--- src/rtl/mac_pkg.sv ---
// Shared definitions for the MAC instruction initiator: opcodes, sequencer
// states and the accumulator guard-bit check.
package mac_pkg;

    localparam logic [2:0] MAC_CLR = 3'b000;
    localparam logic [2:0] MAC_MUL = 3'b001;
    localparam logic [2:0] MAC_ACC = 3'b010;
    localparam logic [2:0] MAC_SAT = 3'b011;

    localparam int MAC_RES_W = 40;

    typedef enum logic [2:0] {
        IDLE  = 3'd0,
        RUN   = 3'd1,
        SAT   = 3'd2,
        DRAIN = 3'd3,
        DONE  = 3'd4
    } seq_state_t;

    // Guard bits disagree with the sign of the 32-bit result: value left the 32-bit range.
    function automatic logic guard_ovf(input logic [7:0] protect, input logic [31:0] result);
        return protect != {8{result[31]}};
    endfunction

endpackage

--- src/rtl/mac_sequencer.sv ---
// Streams operand pairs of a dot-product command into the MAC as a
// CLR/MUL/MAC/SAT sequence and returns the captured accumulator.
module mac_sequencer
    import mac_pkg::*;
#(
    parameter int LEN_W       = 8,
    parameter int MAC_LATENCY = 2
) (
    input  logic                 clk,
    input  logic                 reset_n,
    input  logic                 cmd_valid,
    output logic                 cmd_ready,
    input  logic [LEN_W-1:0]     cmd_len,
    input  logic                 cmd_sat,
    input  logic                 op_valid,
    output logic                 op_ready,
    input  logic [15:0]          op_a,
    input  logic [15:0]          op_b,
    output logic [2:0]           mac_instruction,
    output logic [15:0]          mac_multiplier,
    output logic [15:0]          mac_multiplicand,
    output logic                 mac_stall,
    input  logic [31:0]          mac_result,
    input  logic [7:0]           mac_protect,
    output logic                 res_valid,
    input  logic                 res_ready,
    output logic [MAC_RES_W-1:0] res_data,
    output logic                 res_ovf,
    output logic                 busy
);

    localparam int DRN_W = $clog2(MAC_LATENCY);

    seq_state_t           state_q, state_d;
    logic [LEN_W-1:0]     cnt_q, cnt_d;
    logic [DRN_W-1:0]     drn_q, drn_d;
    logic                 sat_q, sat_d;
    logic                 first_q, first_d;
    logic                 cmd_ready_q, cmd_ready_d;
    logic                 op_ready_q, op_ready_d;
    logic [2:0]           instr_q, instr_d;
    logic [15:0]          mult_q, mult_d;
    logic [15:0]          mcand_q, mcand_d;
    logic                 stall_q, stall_d;
    logic                 res_valid_q, res_valid_d;
    logic [MAC_RES_W-1:0] res_data_q, res_data_d;
    logic                 res_ovf_q, res_ovf_d;
    logic                 busy_q, busy_d;

    // Next-state and next-output decode; outputs describe the instruction launched at the coming edge.
    always_comb begin
        state_d     = state_q;
        cnt_d       = cnt_q;
        drn_d       = drn_q;
        sat_d       = sat_q;
        first_d     = first_q;
        instr_d     = MAC_CLR;
        mult_d      = 16'h0000;
        mcand_d     = 16'h0000;
        stall_d     = 1'b1;
        res_valid_d = res_valid_q;
        res_data_d  = res_data_q;
        res_ovf_d   = res_ovf_q;

        case (state_q)
            IDLE: begin
                stall_d = 1'b0;
                if (cmd_valid && cmd_ready_q) begin
                    cnt_d   = cmd_len;
                    sat_d   = cmd_sat;
                    first_d = 1'b0;
                    drn_d   = DRN_W'(MAC_LATENCY - 1);
                    if (cmd_len == {LEN_W{1'b0}}) begin
                        state_d = DRAIN;
                    end else begin
                        state_d = RUN;
                    end
                end else begin
                    state_d = IDLE;
                end
            end
            RUN: begin
                if (op_valid && op_ready_q) begin
                    instr_d = first_q ? MAC_ACC : MAC_MUL;
                    mult_d  = op_a;
                    mcand_d = op_b;
                    stall_d = 1'b0;
                    first_d = 1'b1;
                    if (cnt_q != {LEN_W{1'b0}}) begin
                        cnt_d = cnt_q - LEN_W'(1);
                    end else begin
                        cnt_d = cnt_q;
                    end
                    if (cnt_q <= LEN_W'(1)) begin
                        state_d = sat_q ? SAT : DRAIN;
                        drn_d   = DRN_W'(MAC_LATENCY - 1);
                    end else begin
                        state_d = RUN;
                    end
                end else begin
                    // Bubble: CLR before the first pair, add-zero after it, so the sum is untouched.
                    instr_d = first_q ? MAC_ACC : MAC_CLR;
                    stall_d = 1'b1;
                end
            end
            SAT: begin
                instr_d = MAC_SAT;
                stall_d = 1'b0;
                state_d = DRAIN;
                drn_d   = DRN_W'(MAC_LATENCY - 1);
            end
            DRAIN: begin
                if (drn_q == {DRN_W{1'b0}}) begin
                    res_data_d  = {mac_protect, mac_result};
                    res_ovf_d   = guard_ovf(mac_protect, mac_result);
                    res_valid_d = 1'b1;
                    state_d     = DONE;
                end else begin
                    drn_d = drn_q - DRN_W'(1);
                end
            end
            DONE: begin
                if (res_valid_q && res_ready) begin
                    res_valid_d = 1'b0;
                    state_d     = IDLE;
                end else begin
                    state_d = DONE;
                end
            end
            default: begin
                state_d     = IDLE;
                res_valid_d = 1'b0;
            end
        endcase

        cmd_ready_d = (state_d == IDLE);
        op_ready_d  = (state_d == RUN);
        busy_d      = (state_d != IDLE);
    end

    // State, counters and registered outputs; reset aborts any command in flight.
    always_ff @(posedge clk or negedge reset_n) begin
        if (!reset_n) begin
            state_q     <= IDLE;
            cnt_q       <= {LEN_W{1'b0}};
            drn_q       <= {DRN_W{1'b0}};
            sat_q       <= 1'b0;
            first_q     <= 1'b0;
            cmd_ready_q <= 1'b0;
            op_ready_q  <= 1'b0;
            instr_q     <= MAC_CLR;
            mult_q      <= 16'h0000;
            mcand_q     <= 16'h0000;
            stall_q     <= 1'b0;
            res_valid_q <= 1'b0;
            res_data_q  <= {MAC_RES_W{1'b0}};
            res_ovf_q   <= 1'b0;
            busy_q      <= 1'b0;
        end else begin
            state_q     <= state_d;
            cnt_q       <= cnt_d;
            drn_q       <= drn_d;
            sat_q       <= sat_d;
            first_q     <= first_d;
            cmd_ready_q <= cmd_ready_d;
            op_ready_q  <= op_ready_d;
            instr_q     <= instr_d;
            mult_q      <= mult_d;
            mcand_q     <= mcand_d;
            stall_q     <= stall_d;
            res_valid_q <= res_valid_d;
            res_data_q  <= res_data_d;
            res_ovf_q   <= res_ovf_d;
            busy_q      <= busy_d;
        end
    end

    assign cmd_ready        = cmd_ready_q;
    assign op_ready         = op_ready_q;
    assign mac_instruction  = instr_q;
    assign mac_multiplier   = mult_q;
    assign mac_multiplicand = mcand_q;
    assign mac_stall        = stall_q;
    assign res_valid        = res_valid_q;
    assign res_data         = res_data_q;
    assign res_ovf          = res_ovf_q;
    assign busy             = busy_q;

endmodule

--- config.mk ---
export PLATFORM = sky130hd
export DESIGN_NAME = mac_sequencer
export DESIGN_NICKNAME = d
export VERILOG_FILES = /design/src/rtl/mac_pkg.sv /design/src/rtl/mac_sequencer.sv
export SDC_FILE = /design/constraint.sdc
export NUM_CORES = 1
export LEC_CHECK = 0
export CAP_MARGIN = 20
export CORE_MARGIN = 2
export CORE_UTILIZATION = 40
export CTS_BUF_LIST = sky130_fd_sc_hd__clkbuf_8
export CTS_CLUSTER_DIAMETER = 100
export DETAILED_ROUTE_END_ITERATION = 12
export PLACE_DENSITY = 0.83
export SLEW_MARGIN = 10
export SYNTH_ARGS = -nofsm -noshare
export SYNTH_HDL_FRONTEND = slang
export SYNTH_SLANG_ARGS = --single-unit
export TNS_END_PERCENT = 5
--- constraint.sdc ---
create_clock -name clk -period 4.25 [get_ports clk]
set_input_delay 0.425 -clock clk [delete_from_list [all_inputs] [get_ports clk]]
set_output_delay 0.425 -clock clk [all_outputs]
set_load 0.05 [all_outputs]
# After elaboration in Yosys (flattened, before gate mapping)
# Cells that the tools add are included.
[totals]
out_inout_bits = 81
input_bits = 86
word_cells = 83
regBits = 95
[classes]
eq_ne = 12
add_sub_neg = 2
n_bitwise = 2
mux = 33
n_reduce_logical = 18
n_lt_le_gt_ge = 1
[ops]
columns = ["cell", "count"]
rows = [
  ["2-to-1 mux 16 bit", 4],
  ["2-to-1 mux 8 bit", 3],
  ["case mux 8 bit (2 select lines)", 1],
  ["case mux 3 bit (5 select lines)", 1],
  ["2-to-1 mux 3 bit", 4],
  ["!= test 2 bit, second input constant", 6],
  ["2-to-1 mux 1 bit", 10],
  ["2-to-1 mux 2 bit", 5],
  ["<= comparator 8 x 1 -> 1 bit, second input constant", 1],
  ["zero test 8 bit", 1],
  ["!= test 8 bit", 1],
  ["AND reduction 4 bit", 2],
  ["nonzero test 8 bit", 1],
  ["subtractor 8 x 1 -> 8 bit, second input constant", 1],
  ["equality test 3 x 1 -> 1 bit, second input constant", 2],
  ["equality test 3 x 2 -> 1 bit, second input constant", 2],
  ["zero test 3 bit", 2],
  ["AND reduction 3 bit", 2],
  ["case mux 1 bit (2 select lines)", 2],
  ["case mux 1 bit (4 select lines)", 1],
  ["case mux 2 bit (2 select lines)", 1],
  ["AND reduction 2 bit", 2],
  ["nonzero test 4 bit", 1],
  ["equality test 3 bit, second input constant", 1],
  ["8 further kinds", 11],
]

# Depth between registers and ports, before layout
[depth]
depth_word = 5
ltp_mapped = 7
ltp_nobuf = 6

# Worst setup path after synthesis
# Ideal clock, no wire load.
[synth_path]
path_kind = "flip-flop to flip-flop"
start = "reg op_ready_q (netlist: op_ready)"
end = "reg cnt_q[1]"
path_stages_with_launch = 5
setup_time_ns = 0.128
setup_slack_ns = 2.321
required_ns = 4.122
synth_period_minus_slack_ns = 1.929
arrival_ns = 1.801
n_path_buf = 0
path_cell_list = "dfrtp_1 > nand2_1 > a31oi_1 > o21a_1 > mux2_1"
[synth_via]
elab_chain_len = 3
[synth_rtl]
columns = ["element", "line_no", "source"]
rows = [
  ["start, declared", "mac_sequencer.sv:40", "logic op_ready_q, op_ready_d;"],
  ["start signal, assigned", "mac_sequencer.sv:166", "op_ready_q <= op_ready_d;"],
  ["logical AND 1 bit", "mac_sequencer.sv:83", "if (op_valid && op_ready_q) begin"],
  ["!= test 2 bit (no source line)", "n/a", ""],
  ["AND reduction 4 bit (no source line)", "n/a", ""],
  ["end signal, assigned", "mac_sequencer.sv:145", "cnt_q <= {LEN_W{1'b0}};"],
  ["end signal, assigned", "mac_sequencer.sv:161", "cnt_q <= cnt_d;"],
  ["end, declared", "mac_sequencer.sv:35", "logic [LEN_W-1:0] cnt_q, cnt_d;"],
]
# No other way between the ends.
# A chain may end at the register's enable or synchronous reset.

# Worst setup path in the final report
[layout_path]
start = "reg state_q[2]"
end = "reg cmd_ready_q (netlist: cmd_ready)"
[layout_via]
elab_chain_len = 3
word_cells_on_any_way = 9
classes_between = "4 x eq/ne; 3 x mux; 2 x reduce/logical"
[layout_rtl]
columns = ["element", "line_no", "source"]
rows = [
  ["start, declared", "mac_sequencer.sv:34", "seq_state_t state_q, state_d;"],
  ["start signal, assigned", "mac_sequencer.sv:160", "state_q <= state_d;"],
  ["equality test 3 bit, or another cell as far along", "mac_sequencer.sv:65", "case (state_q)"],
  ["case mux 3 bit (5 select lines) (*)", "mac_sequencer.sv:65", ""],
  ["via state_d[1]", "mac_sequencer.sv:34", ""],
  ["zero test 3 bit (*)", "mac_sequencer.sv:136", "cmd_ready_d = (state_d == IDLE);"],
  ["via cmd_ready_d", "mac_sequencer.sv:39", "logic cmd_ready_q, cmd_ready_d;"],
  ["end signal, assigned", "mac_sequencer.sv:165", "cmd_ready_q <= cmd_ready_d;"],
  ["end, declared", "mac_sequencer.sv:39", ""],
]
# Mark *: on every way through the listed nets, which the timed path passes. The rest lies on a longest branch.

==> results.json <==
{
  "seqCellArea_um2": 2350,
  "hold_buffers": 0,
  "leakagePower_nw": 2.54,
  "syn_to_final_growth_pct": 51.4,
  "cp_data_required_time_ns": 4.48,
  "cp_cell_sequence": "or3b_1 > nor2_2 > a221o_1 > nor3_1",
  "max_stage_delay_ns": 0.82,
  "cap_viol_max_count": 0,
  "num_vias": 2793,
  "syn_nets": 375,
  "drc": 0,
  "design.core.area_um2": 9200,
  "drt_first_pass_iters": 4,
  "cts_buffers": 9,
  "outcome": "finished clean",
  "clock_latency_ns": 0.35,
  "die_w_um": 101,
  "root_buffer": "clkbuf_8",
  "grt_max_degree": 63,
  "stdcell_count": 567,
  "synth_compound_area_share_pct": 6.60,
  "synth_warnings": 0,
  "drv_slew": 0,
  "async_flop_share_pct": 100,
  "synthCells": 286,
  "routed_via_density": 4.93,
  "cts_tree": "done",
  "worst_pin_slew_ns": 0.956,
  "gp_congestion": 0.886,
  "syn_area_per_cell_um2": 13.2,
  "clockBufferDepth": 2,
  "antenna_found_initial": 0,
  "synth_simple_gate_area_share_pct": 15.2,
  "fin_crit_sh_pct": 59.8,
  "synth_area_leaders": "dfrtp_1 (62%), mux2_2 (13%), and2_1 (5.5%)",
  "htree_levels": 3,
  "clkSlewWorstSetupHoldPaths_ns": 0.09,
  "critPathKind": "reg -> reg",
  "finalCriticalPeriod_ns": 2.54,
  "grt_pass1_vias": 2818,
  "cts_setup_buffers": 0,
  "synth_top_family_by_area": "simple AND/OR/NAND/NOR gates",
  "crit_path_end_kind": "flip-flop",
  "drt_iter0_drc": 77,
  "yosys.area.top_type": "dfrtp_1",
  "final_layout_size_suffix_gt1_share_pct": 14.9,
  "wl_um": 8420,
  "clock_skew_ns": 0.0111,
  "hpwl_um": 6370,
  "ys_ff_latch": 94,
  "antenna_cells": 0,
  "start_util_pct": 41.0,
  "ys.flop_type": "dfrtp_1",
  "io_pins": 167,
  "setup_viol": 0,
  "die-area_um2": 10200,
  "crit_slowest_cell": "nor2_2",
  "fin_nets": 540,
  "synthTopCellsByCount": "dfrtp_1 (94), mux2_2 (42), and2_1 (33)",
  "synth_top_cell_area_share_pct": 62.3,
  "power_density_nw_per_um2": 749,
  "rows": 35,
  "postRouteAntennaNets": 0,
  "post-route-util_pct": 62.1,
  "synth-edff-count": 0,
  "worst_slack_ns": 1.71,
  "relSlewSlack_pct": 36.2,
  "synthAdderAreaFrac_pct": 0.994,
  "ir_worst_vdd_mv": 0.281,
  "die_h_um": 101,
  "worstPathArrival_ns": 2.77,
  "synth_xor_area_share_pct": 0,
  "wl_per_cell_um": 14.8,
  "hold_violations": 0,
  "cts.sinks": 94,
  "grt_pass1_wl_um": 13300,
  "setup_tns_ns": 0,
  "grt_overflow": 0,
  "synth-seq-area-share_pct": 62.3,
  "yosysMostFrequentCell": "dfrtp_1",
  "synth_area_um2": 3770,
  "fill_cells": 746,
  "postCtsResizedCells": 0,
  "fmax_mhz": 394,
  "synth_mux_area_share_pct": 12.8,
  "io_buffers": 165,
  "place_inst": 551,
  "grt_use_total_pct": 16.5,
  "rsz0062_at_grt": "false",
  "hold_class": "in -> async",
  "multi_input_area_um2": 1350,
  "synth_cell_types": 48,
  "critPathMaxFanout": 34,
  "post-place-ws_ns": 1.68,
  "start_kind": "flip-flop"
}
layer usage:
metal | vias to the layer above | part of all wire (%) | global-route usage [%] | routed length [um]
met5 | - | 0 | 0 | 0
met4 | 0 | 0.90 | 3.74 | 76
met2 | 104 | 50 | 27.6 | 4220
met1 | 1351 | 40 | 20.1 | 3370
li1 | 1328 | - | - | -
met3 | 10 | 9.0 | 6.83 | 756
registers in the layout, indices dropped and copies added (netlist names):
signal / count
res_ovf: 1
mac_stall: 1
mac_multiplier: 16
cnt_q: 8
res_valid: 1
drn_q: 1
res_data: 40
first_q: 1
sat_q: 1
cmd_ready: 1
op_ready: 1
mac_multiplicand: 16
busy: 1
state_q: 3
mac_instruction: 2
worst paths after layout:
path | slack (ns) | end | cells past startpoint | start
min in group clk | 0.51 | res_data[0] | 1 | res_data[0]
hold reg to reg | 0.51 | res_data[0] | 1 | res_data[0]
max in group asynchronous | 3.20 | res_data[7] | 2 | reset_n
hold / removal | 0.13 | res_data[37] | 1 | reset_n
setup / recovery | 1.71 | cmd_ready | 4 | state_q[2]
setup reg to reg | 1.71 | cmd_ready | 4 | state_q[2]
metrics by stage:
| step | power (mW) | cell area [um2] | hold slack [ns] |
|---|---|---|---|
| global route | 4.52 | 5720 | 0.176 |
| CTS | 4.32 | 5720 | 0.158 |
| floorplan | 2.93 | 3770 | 0.129 |
| detailed placement | 3.71 | 5510 | 0.494 |
| global placement | 3.66 | 5510 | 0.488 |
| finish | 4.28 | 5720 | 0.128 |
kinds of logic (layout without fill, tap and decap cells):
logic type                 Yosys count  in the layout
and+or+nand+nor                     98             98
DFF                                 94             94
muxes                               43             43
AOI/OAI and AO/OA                   32             32
buffers and inverters               15            185
adders and majority gates            3              3
other                                1              1
cell type report:
cell class	count	share of cell area, %
repair buffers	166	29.0
clock inverters	6	1.23
multi-input cells	177	23.6
flip-flops and latches	94	41.2
inverters	3	0.197
well taps	111	2.43
clock buffers	10	2.41
power by group:
part / leakage [nW] / switching, mW / total (mW) / internal (mW)
Clock: 0.106 / 0.310 / 0.603 / 0.293
Sequential: 1.25 / 0.197 / 1.41 / 1.22
Combinational: 1.19 / 1.41 / 2.26 / 0.851
Total: 2.54 / 1.92 / 4.28 / 2.36
worst max-delay path: cells and delay by family (launching register included):
family | cells | cell delay (ns)
simple gates | 3 | 1.55
compound gates | 1 | 0.36
flops | 1 | 0.52
layout by cell type (no fill, tap or decap), drive strengths merged, types with 5 or more instances in the layout:
master         instances
nor4                   5
dfrtp                 94
and2                  33
nor2                  11
inv                    6
a32o                   5
o21ai                  8
nand2                 18
nand3                  5
clkbuf                10
clkdlybuf4s50        164
a21oi                  6
nor3                   6
mux2                  43
Note: power is estimated with default switching activity, not from simulation.
